## src/rtl/dm_access_unit_pkg.sv

```systemverilog
// Shared encodings for the data-memory access unit: DMType load/store types,
// sequencer states and the access-size helper.
package dm_access_unit_pkg;

  typedef enum logic [2:0] {
    dm_word              = 3'b000,
    dm_halfword          = 3'b001,
    dm_halfword_unsigned = 3'b010,
    dm_byte              = 3'b011,
    dm_byte_unsigned     = 3'b100,
    dm_dword             = 3'b101
  } dm_type_e;

  typedef enum logic [2:0] {
    S_IDLE  = 3'd0,
    S_ADDR1 = 3'd1,
    S_DATA1 = 3'd2,
    S_ADDR2 = 3'd3,
    S_DATA2 = 3'd4,
    S_RESP  = 3'd5
  } dm_state_e;

  // Illegal types report size 1 so the mask math stays well-defined.
  function automatic logic [3:0] dm_size(input logic [2:0] t);
    case (t)
      dm_word:              dm_size = 4'd4;
      dm_halfword:          dm_size = 4'd2;
      dm_halfword_unsigned: dm_size = 4'd2;
      dm_dword:             dm_size = 4'd8;
      default:              dm_size = 4'd1;
    endcase
  endfunction

endpackage

```

## src/rtl/dm_access_unit_if.sv

```systemverilog
// Data-SRAM-like bus between the access unit (master) and the memory (slave).
interface dm_access_unit_if #(
  parameter int DATA_W = 32,
  parameter int ADDR_W = 32
);
  logic                  bus_req;
  logic                  bus_wr;
  logic [DATA_W/8-1:0]   bus_wstrb;
  logic [ADDR_W-1:0]     bus_addr;
  logic [DATA_W-1:0]     bus_wdata;
  logic                  bus_addr_ok;
  logic                  bus_data_ok;
  logic [DATA_W-1:0]     bus_rdata;

  modport master (
    output bus_req, bus_wr, bus_wstrb, bus_addr, bus_wdata,
    input  bus_addr_ok, bus_data_ok, bus_rdata
  );

  modport slave (
    input  bus_req, bus_wr, bus_wstrb, bus_addr, bus_wdata,
    output bus_addr_ok, bus_data_ok, bus_rdata
  );
endinterface

```

## src/rtl/dm_lane_align.sv

```systemverilog
// Combinational lane logic: size/mask, per-beat strobes and shifted store data,
// and load extraction with sign/zero extension over a two-beat window.
module dm_lane_align
  import dm_access_unit_pkg::*;
#(
  parameter  int DATA_W = 32,
  localparam int BYTES  = DATA_W / 8,
  localparam int OFF_W  = $clog2(BYTES)
) (
  input  logic [2:0]        type_i,
  input  logic [OFF_W-1:0]  off_i,
  input  logic [DATA_W-1:0] wdata_i,
  input  logic [DATA_W-1:0] rdata_lo_i,
  input  logic [DATA_W-1:0] rdata_hi_i,
  output logic              illegal_o,
  output logic              misaligned_o,
  output logic              split_o,
  output logic [BYTES-1:0]  strb1_o,
  output logic [BYTES-1:0]  strb2_o,
  output logic [DATA_W-1:0] wdata1_o,
  output logic [DATA_W-1:0] wdata2_o,
  output logic [DATA_W-1:0] rdata_o
);

  localparam logic [2*BYTES-1:0] ONE = 1;

  logic [3:0]          size;
  logic [2*BYTES-1:0]  strb_full;
  logic [2*DATA_W-1:0] wdata_full;
  logic [DATA_W-1:0]   rd_shift;

  function automatic logic [DATA_W-1:0] extend(input logic [DATA_W-1:0] v,
                                               input int bits, input logic sgn);
    logic [DATA_W-1:0] r;
    for (int i = 0; i < DATA_W; i++)
      r[i] = (i < bits) ? v[i] : (sgn & v[bits-1]);
    return r;
  endfunction

  assign size         = dm_size(type_i);
  assign illegal_o    = (type_i > 3'd5) || ((type_i == dm_dword) && (DATA_W != 64));
  assign misaligned_o = (({{(4-OFF_W){1'b0}}, off_i} & (size - 4'd1)) != 4'd0);
  assign split_o      = ((5'(off_i) + 5'(size)) > 5'(BYTES));

  // Both beats come from one double-width shift: low half is beat 1, high half beat 2.
  assign strb_full  = ((ONE << size) - ONE) << off_i;
  assign wdata_full = {{DATA_W{1'b0}}, wdata_i} << {off_i, 3'b000};
  assign strb1_o    = strb_full[BYTES-1:0];
  assign strb2_o    = strb_full[2*BYTES-1:BYTES];
  assign wdata1_o   = wdata_full[DATA_W-1:0];
  assign wdata2_o   = wdata_full[2*DATA_W-1:DATA_W];

  assign rd_shift = DATA_W'({rdata_hi_i, rdata_lo_i} >> {off_i, 3'b000});

  always_comb begin
    rdata_o = rd_shift;
    case (type_i)
      dm_word:              rdata_o = extend(rd_shift, 32, 1'b1);
      dm_halfword:          rdata_o = extend(rd_shift, 16, 1'b1);
      dm_halfword_unsigned: rdata_o = extend(rd_shift, 16, 1'b0);
      dm_byte:              rdata_o = extend(rd_shift, 8, 1'b1);
      dm_byte_unsigned:     rdata_o = extend(rd_shift, 8, 1'b0);
      default:              rdata_o = rd_shift;
    endcase
  end

endmodule

```

## src/rtl/dm_access_unit.sv

```systemverilog
// Data-memory access unit: req/resp handshake plus a bus sequencer. Defining
// DM_MISALIGN_SPLIT_EN splits misaligned accesses into two aligned beats.
module dm_access_unit
  import dm_access_unit_pkg::*;
#(
  parameter int DATA_W = 32,
  parameter int ADDR_W = 32
) (
  input  logic              clk,
  input  logic              rst,
  input  logic              req_valid,
  output logic              req_ready,
  input  logic              req_wr,
  input  logic [2:0]        req_type,
  input  logic [ADDR_W-1:0] req_addr,
  input  logic [DATA_W-1:0] req_wdata,
  output logic              resp_valid,
  output logic [DATA_W-1:0] resp_rdata,
  output logic              resp_ale,
  dm_access_unit_if.master  bus
);

  localparam int BYTES = DATA_W / 8;
  localparam int OFF_W = $clog2(BYTES);

  dm_state_e         state_q;
  logic              wr_q;
  logic [2:0]        type_q;
  logic [ADDR_W-1:0] addr_q;
  logic [DATA_W-1:0] wdata_q, rdata1_q;
  logic              resp_valid_q, resp_ale_q;
  logic [DATA_W-1:0] resp_rdata_q;
  logic              bus_req_q, bus_wr_q;
  logic [BYTES-1:0]  bus_wstrb_q;
  logic [ADDR_W-1:0] bus_addr_q;
  logic [DATA_W-1:0] bus_wdata_q;

  logic              idle;
  logic [2:0]        cur_type;
  logic [ADDR_W-1:0] cur_addr, aligned_addr;
  logic [DATA_W-1:0] cur_wdata, rdata_lo;
  logic              illegal, misaligned, split, reject;
  logic [BYTES-1:0]  strb1, strb2;
  logic [DATA_W-1:0] wdata1, wdata2, ld_rdata;

  // In IDLE the lane logic sees the incoming request so beat 1 can be issued on accept.
  assign idle         = (state_q == S_IDLE);
  assign cur_type     = idle ? req_type  : type_q;
  assign cur_addr     = idle ? req_addr  : addr_q;
  assign cur_wdata    = idle ? req_wdata : wdata_q;
  assign aligned_addr = {cur_addr[ADDR_W-1:OFF_W], {OFF_W{1'b0}}};
  assign rdata_lo     = (state_q == S_DATA1) ? bus.bus_rdata : rdata1_q;

  dm_lane_align #(.DATA_W(DATA_W)) u_align (
    .type_i       (cur_type),
    .off_i        (cur_addr[OFF_W-1:0]),
    .wdata_i      (cur_wdata),
    .rdata_lo_i   (rdata_lo),
    .rdata_hi_i   (bus.bus_rdata),
    .illegal_o    (illegal),
    .misaligned_o (misaligned),
    .split_o      (split),
    .strb1_o      (strb1),
    .strb2_o      (strb2),
    .wdata1_o     (wdata1),
    .wdata2_o     (wdata2),
    .rdata_o      (ld_rdata)
  );

`ifdef DM_MISALIGN_SPLIT_EN
  assign reject = illegal;
`else
  logic unused_split;
  assign reject       = illegal | misaligned;
  assign unused_split = split ^ (^strb2) ^ (^wdata2);
`endif

  always_ff @(posedge clk) begin
    if (rst) begin
      state_q      <= S_IDLE;
      wr_q         <= 1'b0;
      type_q       <= '0;
      addr_q       <= '0;
      wdata_q      <= '0;
      rdata1_q     <= '0;
      resp_valid_q <= 1'b0;
      resp_ale_q   <= 1'b0;
      resp_rdata_q <= '0;
      bus_req_q    <= 1'b0;
      bus_wr_q     <= 1'b0;
      bus_wstrb_q  <= '0;
      bus_addr_q   <= '0;
      bus_wdata_q  <= '0;
    end else begin
      resp_valid_q <= 1'b0;
      case (state_q)
        S_IDLE: if (req_valid) begin
          wr_q    <= req_wr;
          type_q  <= req_type;
          addr_q  <= req_addr;
          wdata_q <= req_wdata;
          if (reject) begin
            state_q      <= S_RESP;
            resp_valid_q <= 1'b1;
            resp_ale_q   <= 1'b1;
            resp_rdata_q <= '0;
          end else begin
            state_q     <= S_ADDR1;
            bus_req_q   <= 1'b1;
            bus_wr_q    <= req_wr;
            bus_addr_q  <= aligned_addr;
            bus_wstrb_q <= req_wr ? strb1 : '0;
            bus_wdata_q <= req_wr ? wdata1 : '0;
          end
        end
        S_ADDR1: if (bus.bus_addr_ok) begin
          bus_req_q <= 1'b0;
          state_q   <= S_DATA1;
        end
        S_DATA1: if (bus.bus_data_ok) begin
          rdata1_q <= bus.bus_rdata;
`ifdef DM_MISALIGN_SPLIT_EN
          if (split) begin
            state_q     <= S_ADDR2;
            bus_req_q   <= 1'b1;
            bus_addr_q  <= aligned_addr + ADDR_W'(BYTES);
            bus_wstrb_q <= wr_q ? strb2 : '0;
            bus_wdata_q <= wr_q ? wdata2 : '0;
          end else
`endif
          begin
            state_q      <= S_RESP;
            resp_valid_q <= 1'b1;
            resp_ale_q   <= 1'b0;
            resp_rdata_q <= wr_q ? '0 : ld_rdata;
          end
        end
`ifdef DM_MISALIGN_SPLIT_EN
        S_ADDR2: if (bus.bus_addr_ok) begin
          bus_req_q <= 1'b0;
          state_q   <= S_DATA2;
        end
        S_DATA2: if (bus.bus_data_ok) begin
          state_q      <= S_RESP;
          resp_valid_q <= 1'b1;
          resp_ale_q   <= 1'b0;
          resp_rdata_q <= wr_q ? '0 : ld_rdata;
        end
`endif
        S_RESP:  state_q <= S_IDLE;
        default: state_q <= S_IDLE;
      endcase
    end
  end

  assign req_ready     = idle;
  assign resp_valid    = resp_valid_q;
  assign resp_ale      = resp_ale_q;
  assign resp_rdata    = resp_rdata_q;
  assign bus.bus_req   = bus_req_q;
  assign bus.bus_wr    = bus_wr_q;
  assign bus.bus_wstrb = bus_wstrb_q;
  assign bus.bus_addr  = bus_addr_q;
  assign bus.bus_wdata = bus_wdata_q;

endmodule

```

## src/flat_wrapper.sv

```systemverilog
// flat-port wrapper written by rule: the top's interface ports become plain ports
module dm_access_unit_flat import dm_access_unit_pkg::*;
#(
  parameter int DATA_W = 32,
  parameter int ADDR_W = 32
)
  (clk, rst, req_valid, req_ready, req_wr, req_type, req_addr, req_wdata, resp_valid, resp_rdata, resp_ale, bus_bus_req, bus_bus_wr, bus_bus_wstrb, bus_bus_addr, bus_bus_wdata, bus_bus_addr_ok, bus_bus_data_ok, bus_bus_rdata);
  dm_access_unit_if #(.DATA_W(DATA_W), .ADDR_W(ADDR_W)) bus_i ();
  input  logic clk;
  input  logic rst;
  input  logic req_valid;
  output logic req_ready;
  input  logic req_wr;
  input  logic [2:0] req_type;
  input  logic [ADDR_W-1:0] req_addr;
  input  logic [DATA_W-1:0] req_wdata;
  output logic resp_valid;
  output logic [DATA_W-1:0] resp_rdata;
  output logic resp_ale;
  output wire logic [$bits(bus_i.bus_req)-1:0] bus_bus_req;
  output wire logic [$bits(bus_i.bus_wr)-1:0] bus_bus_wr;
  output wire logic [$bits(bus_i.bus_wstrb)-1:0] bus_bus_wstrb;
  output wire logic [$bits(bus_i.bus_addr)-1:0] bus_bus_addr;
  output wire logic [$bits(bus_i.bus_wdata)-1:0] bus_bus_wdata;
  input wire logic [$bits(bus_i.bus_addr_ok)-1:0] bus_bus_addr_ok;
  input wire logic [$bits(bus_i.bus_data_ok)-1:0] bus_bus_data_ok;
  input wire logic [$bits(bus_i.bus_rdata)-1:0] bus_bus_rdata;
  assign bus_bus_req = bus_i.bus_req;
  assign bus_bus_wr = bus_i.bus_wr;
  assign bus_bus_wstrb = bus_i.bus_wstrb;
  assign bus_bus_addr = bus_i.bus_addr;
  assign bus_bus_wdata = bus_i.bus_wdata;
  assign bus_i.bus_addr_ok = bus_bus_addr_ok;
  assign bus_i.bus_data_ok = bus_bus_data_ok;
  assign bus_i.bus_rdata = bus_bus_rdata;
  dm_access_unit #(.DATA_W(DATA_W), .ADDR_W(ADDR_W)) u_core (.clk(clk), .rst(rst), .req_valid(req_valid), .req_ready(req_ready), .req_wr(req_wr), .req_type(req_type), .req_addr(req_addr), .req_wdata(req_wdata), .resp_valid(resp_valid), .resp_rdata(resp_rdata), .resp_ale(resp_ale), .bus(bus_i));
endmodule
```

## config.mk

```make
export PLATFORM = sky130hd
export DESIGN_NAME = dm_access_unit_flat
export DESIGN_NICKNAME = d
export VERILOG_FILES = /design/src/rtl/dm_access_unit_pkg.sv /design/src/rtl/dm_access_unit_if.sv /design/src/rtl/dm_lane_align.sv /design/src/rtl/dm_access_unit.sv /design/src/flat_wrapper.sv
export SDC_FILE = /design/constraint.sdc
export NUM_CORES = 1
export LEC_CHECK = 0
export ABC_AREA = 0
export BUFFER_PORTS_ARGS = -buffer_cell sky130_fd_sc_hd__buf_2
export CAP_MARGIN = 25
export CORE_ASPECT_RATIO = 0.5
export CORE_MARGIN = 2
export CORE_UTILIZATION = 59
export DETAILED_ROUTE_END_ITERATION = 6
export PLACE_DENSITY = 0.88
export SYNTH_ARGS = -nofsm -noshare
export SYNTH_HDL_FRONTEND = slang
export SYNTH_SLANG_ARGS = --single-unit
```

## constraint.sdc

```tcl
create_clock -name clk -period 5.1 [get_ports clk]
set_clock_uncertainty 0.1 [all_clocks]
set_input_delay 0 -clock clk [delete_from_list [all_inputs] [get_ports clk]]
set_output_delay 0 -clock clk [all_outputs]
set_load 0.01 [all_outputs]
```

==> flow_metrics.env, run 1 <==
export IMPL_antenna_left=0
export IMPL_switchingPower_mw=1.34
export IMPL_r2r_start="u_core.state_q[2]"
export IMPL_min_period_over_period_pct=81.8
export IMPL_hold_path_class="in -> reg"
export IMPL_grt_max_degree=113
export IMPL_reg2reg_to="u_core.bus.bus_addr[22]"
export IMPL_max_slew_margin_rel_pct=29.3
export IMPL_final_core_util_pct=76.1
export IMPL_met3_usage_pct=6.53
export IMPL_mostFrequentLayoutCell="nand2_1"
export IMPL_ir_worst_vdd_v=0.000256
export IMPL_die_area_um2=18000
export IMPL_synth_seq_cells=198
export IMPL_power_density_nw_per_um2=326
export IMPL_fin_nets=1583
export IMPL_synth_cells=1244
export IMPL_drv_cap=0
export IMPL_start_util_pct=60.6
export IMPL_holdWs_ns=-0.0103
export IMPL_htree_levels=4
export IMPL_grtUsageTotal_pct=33.1
export IMPL_num_vias=10300
export IMPL_dr_pass1_iters=6
export IMPL_violations="hold timing"
export IMPL_ys_types=54
export IMPL_clkPwrFrac_pct=32.9
export IMPL_use_met1_pct=39.6
export IMPL_seq_power_share_pct=41.6
export IMPL_endpoint_kind="flop"
export IMPL_max_freq_mhz=240
export IMPL_cts_resized=0
export IMPL_critPathMaxFanout=61
export IMPL_critPathLaunchType="flop"
export IMPL_reg2reg_depth=9
export IMPL_setup_tns_ns=0
export IMPL_insertion_delay_ns=0.44
export IMPL_area_growth_pct=25.6
export IMPL_fin_area_um2=12500
export IMPL_cts_root_buf="clkbuf_16"
export IMPL_post_cts_buffers=0
export IMPL_synth_area_um2=9960
export IMPL_grt_ovfl_total=0
export IMPL_startpoint="u_core.state_q[2]"
export IMPL_status="finished with violations"
export IMPL_setup_viol=0
export IMPL_cp_arrival_ns=4.41
export IMPL_clk_pin_slew_ns=0.07
export IMPL_antenna_found_initial=1
export IMPL_p_int_mw=2.75
export IMPL_syn_area_per_cell_um2=8.01
export IMPL_post_dp_hpwl_um=18500
export IMPL_tritoncts="yes"
export IMPL_worstMarginPinSlew_ns=1.06
export IMPL_use_met2_pct=58.1
export IMPL_ctsHoldBuffers=104
export IMPL_rrSetupSlack_ns=0.93
export IMPL_endpoint="u_core.bus.bus_addr[22]"
export IMPL_dp_cells=1580
export IMPL_vias_per_cell=5.97
export IMPL_seq_area_frac_synth_pct=39.8
export IMPL_cts_buffer_depth=2
export IMPL_dieHeight_um=95.9
export IMPL_layout_common_cells="nand2_1, buf_2, dfxtp_1"
export IMPL_p_comb_share_pct=25.5
export IMPL_critPathKind="reg -> reg"
export IMPL_min_period_ns=4.17
export IMPL_yosysWarnings=0
export IMPL_rsz0062_at_grt="false"
export IMPL_stdcell_count=1718
export IMPL_slew_violations=0
export IMPL_ioPinCount=210
export IMPL_core_area_um2=16400
export IMPL_swShare_pct=32.7
export IMPL_first_global_vias=9842
export IMPL_port_buffers=207
export IMPL_finalHoldViolCount=1
export IMPL_rows=33
export IMPL_grt_pass1_wl_um=48000
export IMPL_drive_above_1_share_pct=23.2
export IMPL_dpl_cell_area_um2=10900
export IMPL_finalWeightedCongestion=0.897
export IMPL_required_ns=5.34
export IMPL_wl_um=30500
export IMPL_drc=0
export IMPL_drt_initial_drc_count=1275
export IMPL_timing_final_ws_setup_ns=0.929
export IMPL_numClockSinks=198
export IMPL_p_leak_nw=5.15
export IMPL_routedWlPerCell_um=17.8
export IMPL_cts_made_buffers=17
export IMPL_die_w_um=188
export IMPL_pre_cts_slack_ns=1.10
export IMPL_grt_busiest_layer="met2"
==> power by group through the flow <==
| stage | registers (mW) | clock network [mW] | logic [mW] |
|---|---|---|---|
| after CTS | 1.70 | 1.34 | 1.01 |
| after global routing | 1.71 | 1.41 | 1.12 |
| after global placement | 1.73 | 0 | 0.911 |
| after floorplan | 1.74 | 0 | 0.697 |
| after detailed placement | 1.73 | 0 | 0.940 |
| final | 1.70 | 1.34 | 1.04 |
==> routing by layer <==
layer / up-vias / wire length (µm)
met1: 4800 / 12300
met5: - / 0
met4: 0 / 1060
met3: 114 / 2690
met2: 589 / 14500
li1: 4753 / -
==> metrics by stage <==
stage               hold WS [ns]  power (mW)
finish                   -0.0103        4.08
global route              0.0311        4.24
CTS                      0.00701        4.05
detailed placement         0.158        2.67
global placement           0.150        2.64
floorplan                 0.0360        2.44
==> sequential cells by signal (all words and copies together) (netlist names) <==
| register | flops |
|---|---|
| u_core.resp_ale | 1 |
| u_core.type_q | 3 |
| u_core.bus.bus_wstrb | 4 |
| u_core.bus.bus_addr | 30 |
| u_core.state_q | 3 |
| u_core.bus.bus_wdata | 32 |
| u_core.bus.bus_wr | 1 |
| u_core.bus.bus_req | 1 |
| u_core.wr_q | 1 |
| u_core.rdata1_q | 25 |
| u_core.resp_valid | 1 |
| u_core.addr_q | 32 |
| u_core.resp_rdata | 32 |
| u_core.wdata_q | 32 |
==> cell families (layout without fill, tap and decap cells) <==
group / Yosys count / after routing / synth area share (%)
simple gates: 512 / 512 / 21.4
compound gates: 298 / 298 / 20.6
flops: 198 / 198 / 39.8
buf+inv: 117 / 362 / 5.89
mux: 114 / 114 / 12.0
xor+xnor: 4 / 4 / 0.352
other cells: 1 / 3 / 0.0376
==> critical path: stages, from the launching register on <==
cell	delay [ns]
dfxtp_1	0.39
or3_4	0.64
inv_4	0.41
buf_4	0.44
mux2i_2	0.57
o311ai_4	0.23
a21oi_4	0.19
buf_4	0.59
nor2_1	0.17
a311oi_2	0.30
==> worst min path at each step <==
stage / slack [ns] / start / cells after the start / end
finish: -0.01 / req_valid / 5 / u_core.state_q[0]
global route: 0.03 / req_valid / 5 / u_core.state_q[0]
CTS: 0.007 / req_valid / 5 / u_core.state_q[0]
detailed placement: 0.16 / req_addr[23] / 3 / u_core.addr_q[23]
global placement: 0.15 / bus_bus_rdata[29] / 3 / u_core.rdata1_q[29]
floorplan: 0.04 / bus_bus_rdata[23] / 2 / u_core.rdata1_q[23]
==> Yosys cell counts, drive strengths merged <==
cell type / n / area [µm²]
nor4bb: 1 / 10.0
or4b: 2 / 20.0
o21bai: 1 / 7.51
conb: 1 / 3.75
a211oi: 22 / 165
a31oi: 2 / 27.5
xor2: 2 / 17.5
nor2b: 4 / 25.0
and3b: 1 / 8.76
nor2: 102 / 383
clkbuf: 62 / 233
or2: 8 / 50.1
nand2: 329 / 1230
a22oi: 9 / 67.6
and3: 4 / 25.0
nand3: 16 / 92.6
mux2: 31 / 357
nand3b: 8 / 60.1
buf: 50 / 333
inv: 5 / 21.3
a21oi: 147 / 751
o21ai: 53 / 303
nor3: 18 / 90.1
xnor2: 2 / 17.5
nor4b: 2 / 17.5
dfxtp: 198 / 3960
nand2b: 11 / 68.8
o41ai: 1 / 16.3
o31ai: 9 / 67.6
and2: 1 / 6.26
a32oi: 10 / 87.6
a311oi: 30 / 444
nor3b: 1 / 7.51
o22ai: 10 / 62.6
o311ai: 1 / 26.3
o32a: 1 / 10.0
or3: 3 / 23.8
a21o: 2 / 15.0
nor4: 1 / 6.26
mux2i: 83 / 838
==> final cells by class <==
class | count | area, µm²
fill | 1135 | 3920
tap | 227 | 284
multi-input combinational | 930 | 5450
inverter | 5 | 21.3
clock inverter | 12 | 120
antenna | 1 | 2.50
clock buffer | 19 | 453
sequential | 198 | 3960
timing repair buffer | 326 | 2220
No activity file was read; power rests on OpenSTA's default activity.
==> inputs of run 2 (changes only) <==
--- a/config.mk
+++ b/config.mk
@@ -10,9 +10,9 @@
 export CAP_MARGIN = 25
 export CORE_ASPECT_RATIO = 0.5
 export CORE_MARGIN = 2
-export CORE_UTILIZATION = 59
+export CORE_UTILIZATION = 50
 export DETAILED_ROUTE_END_ITERATION = 6
-export PLACE_DENSITY = 0.88
+export PLACE_DENSITY = 0.8
 export SYNTH_ARGS = -nofsm -noshare
 export SYNTH_HDL_FRONTEND = slang
 export SYNTH_SLANG_ARGS = --single-unit
==> constraint.sdc (replaced) <==
create_clock -name clk -period 3.4 [get_ports clk]
set_clock_uncertainty 0.1 [all_clocks]
set_input_delay 0 -clock clk [delete_from_list [all_inputs] [get_ports clk]]
set_output_delay 0 -clock clk [all_outputs]
set_load 0.01 [all_outputs]
==> flow_metrics.env, run 2 (synthesis results as in run 1) <==
export IMPL_required_ns=3.63
export IMPL_critPathMaxFanout=25
export IMPL_nFillCells=1544
export IMPL_endpoint_kind="flop"
export IMPL_rsz0062_at_grt="false"
export IMPL_die_area_um2=21100
export IMPL_die_w_um=204
export IMPL_max_freq_mhz=320
export IMPL_ir_worst_vdd_v=0.000347
export IMPL_power_density_nw_per_um2=492
export IMPL_status="finished with violations"
export IMPL_core_area_um2=19500
export IMPL_startpoint="u_core.state_q[1]"
export IMPL_violations="DRC"
export IMPL_numClockSinks=198
export IMPL_start_util_pct=51.1
export IMPL_post_cts_buffers=0
export IMPL_slew_violations=0
export IMPL_mostFrequentLayoutCell="nand2_1"
export IMPL_finalWeightedCongestion=0.962
export IMPL_area_growth_pct=28.9
export IMPL_drv_cap=0
export IMPL_endpoint="u_core.rdata1_q[10]"
export IMPL_dieHeight_um=104
export IMPL_antenna_found_initial=1
export IMPL_finalHoldViolCount=0
export IMPL_grt_max_degree=97
export IMPL_max_slew_margin_rel_pct=33.2
export IMPL_routedWlPerCell_um=17.7
export IMPL_grt_ovfl_total=0
export IMPL_vias_per_cell=5.79
export IMPL_stdcell_count=1781
export IMPL_min_period_over_period_pct=91.9
export IMPL_wl_um=31500
export IMPL_first_global_vias=10000
export IMPL_rows=36
export IMPL_dpl_cell_area_um2=11000
export IMPL_cp_slowest_cell="nand2_1"
export IMPL_dp_cells=1629
export IMPL_post_dp_hpwl_um=20000
export IMPL_critPathKind="reg -> reg"
export IMPL_fin_nets=1608
export IMPL_cp_arrival_ns=3.36
export IMPL_drive_above_1_share_pct=23.4
export IMPL_crit_buf_inv=2
export IMPL_ioPinCount=210
export IMPL_layout_common_cells="nand2_1, buf_2, dfxtp_1"
export IMPL_setup_tns_ns=0
export IMPL_antenna_left=0
export IMPL_fin_total_pwr_mw=6.32
export IMPL_cts_root_buf="clkbuf_16"
export IMPL_tritoncts="yes"
export IMPL_slowest_delay_ns=0.65
export IMPL_worstMarginPinSlew_ns=0.999
export IMPL_reg2reg_to="u_core.rdata1_q[10]"
export IMPL_dr_pass1_iters=7
export IMPL_hold_path_class="in -> reg"
export IMPL_port_buffers=207
export IMPL_drc=3
export IMPL_clk_pin_slew_ns=0.07
export IMPL_cts_made_buffers=17
export IMPL_critical_path_top_delay_family="simple AND/OR/NAND/NOR gates"
export IMPL_holdWs_ns=0.243
export IMPL_rrSetupSlack_ns=0.27
export IMPL_insertion_delay_ns=0.45
export IMPL_min_period_ns=3.13
export IMPL_num_vias=10300
export IMPL_grt_pass1_wl_um=50300
export IMPL_cts_buffer_depth=2
export IMPL_htree_levels=4
export IMPL_cp_common_cell="nand2_1"
export IMPL_fin_area_um2=12800
export IMPL_grtUsageTotal_pct=29.5
export IMPL_crit_cells=6
export IMPL_reg2reg_depth=6
export IMPL_r2r_start="u_core.state_q[1]"
export IMPL_drt_initial_drc_count=1228
export IMPL_p_leak_nw=5.32
export IMPL_critPathLaunchType="flop"
export IMPL_cp_cell_sequence="nor3b_2, buf_4, nand2_1, nand2_1, a21oi_1, dlygate4sd3_1"
export IMPL_setup_viol=0
[run 2: cell types whose count changed in the layout (fill, tap and decap cells not counted), sizes merged]
| cell | previous run | this run |
|---|---|---|
| dlygate4sd3 | 104 | 121 |
| buf | 222 | 230 |
| inv | 10 | 6 |
| bufinv | 1 | 4 |
| clkbuf | 19 | 18 |
| clkinvlp | 3 | 4 |
[run 2: what timing repair did]
action / CTS / global route
gates resized for setup: 0 / 1
endpoints found under the hold margin: 168 / 0
endpoints found under the setup margin: 0 / 3
hold buffers: 121 / 0
[run 2: stage by stage]
| stage | worst slack (ns) | util [%] |
|---|---|---|
| finish | 0.274 | 65.8 |
| global placement | 0.636 | 56.4 |
| detailed placement | 0.519 | 56.4 |
| global route | 0.160 | 65.8 |
| floorplan | 0.846 | - |
| CTS | 0.274 | 65.8 |
[run 2: layout make-up]
| cell class | instances | area, µm² | share of cell area, % |
|---|---|---|---|
| diodes | 1 | 2.50 | 0.0195 |
| well taps | 266 | 333 | 2.59 |
| multi-input cells | 930 | 5450 | 42.5 |
| inverters | 5 | 21.3 | 0.166 |
| clock inverters | 12 | 178 | 1.38 |
| clock buffers | 18 | 439 | 3.42 |
| flip-flops and latches | 198 | 3960 | 30.9 |
| repair buffers | 351 | 2450 | 19.1 |
[run 2: layer usage]
metal | routed length [µm] | GRT usage [%] | up-vias
li1 | - | - | 4800
met1 | 12700 | 35.7 | 4838
met2 | 14900 | 50.2 | 539
met3 | 2740 | 7.71 | 133
met4 | 1060 | 11.3 | 0
met5 | 0 | 0 | -
[run 2: worst min-delay path by stage]
| stage | startpoint | to | cells after the start |
|---|---|---|---|
| global route | req_wdata[27] | u_core.wdata_q[27] | 4 |
| finish | req_wdata[28] | u_core.wdata_q[28] | 4 |
| CTS | req_addr[21] | u_core.addr_q[21] | 4 |
| detailed placement | req_wdata[30] | u_core.wdata_q[30] | 3 |
| global placement | bus_bus_rdata[29] | u_core.rdata1_q[29] | 3 |
| floorplan | bus_bus_rdata[23] | u_core.rdata1_q[23] | 2 |
[run 2: power by group]
part           internal, mW  switching (mW)
logic                 0.628           0.982
clock network          1.24           0.916
registers              2.46          0.0902
total                  4.33            1.99
[run 2: tightest hold or removal path: cells and delay by family]
kind / cells / cell delay, ns
AOI/OAI and AO/OA: 1 / 0.05
buffers and inverters: 2 / 0.64
and+or+nand+nor: 1 / 0.05
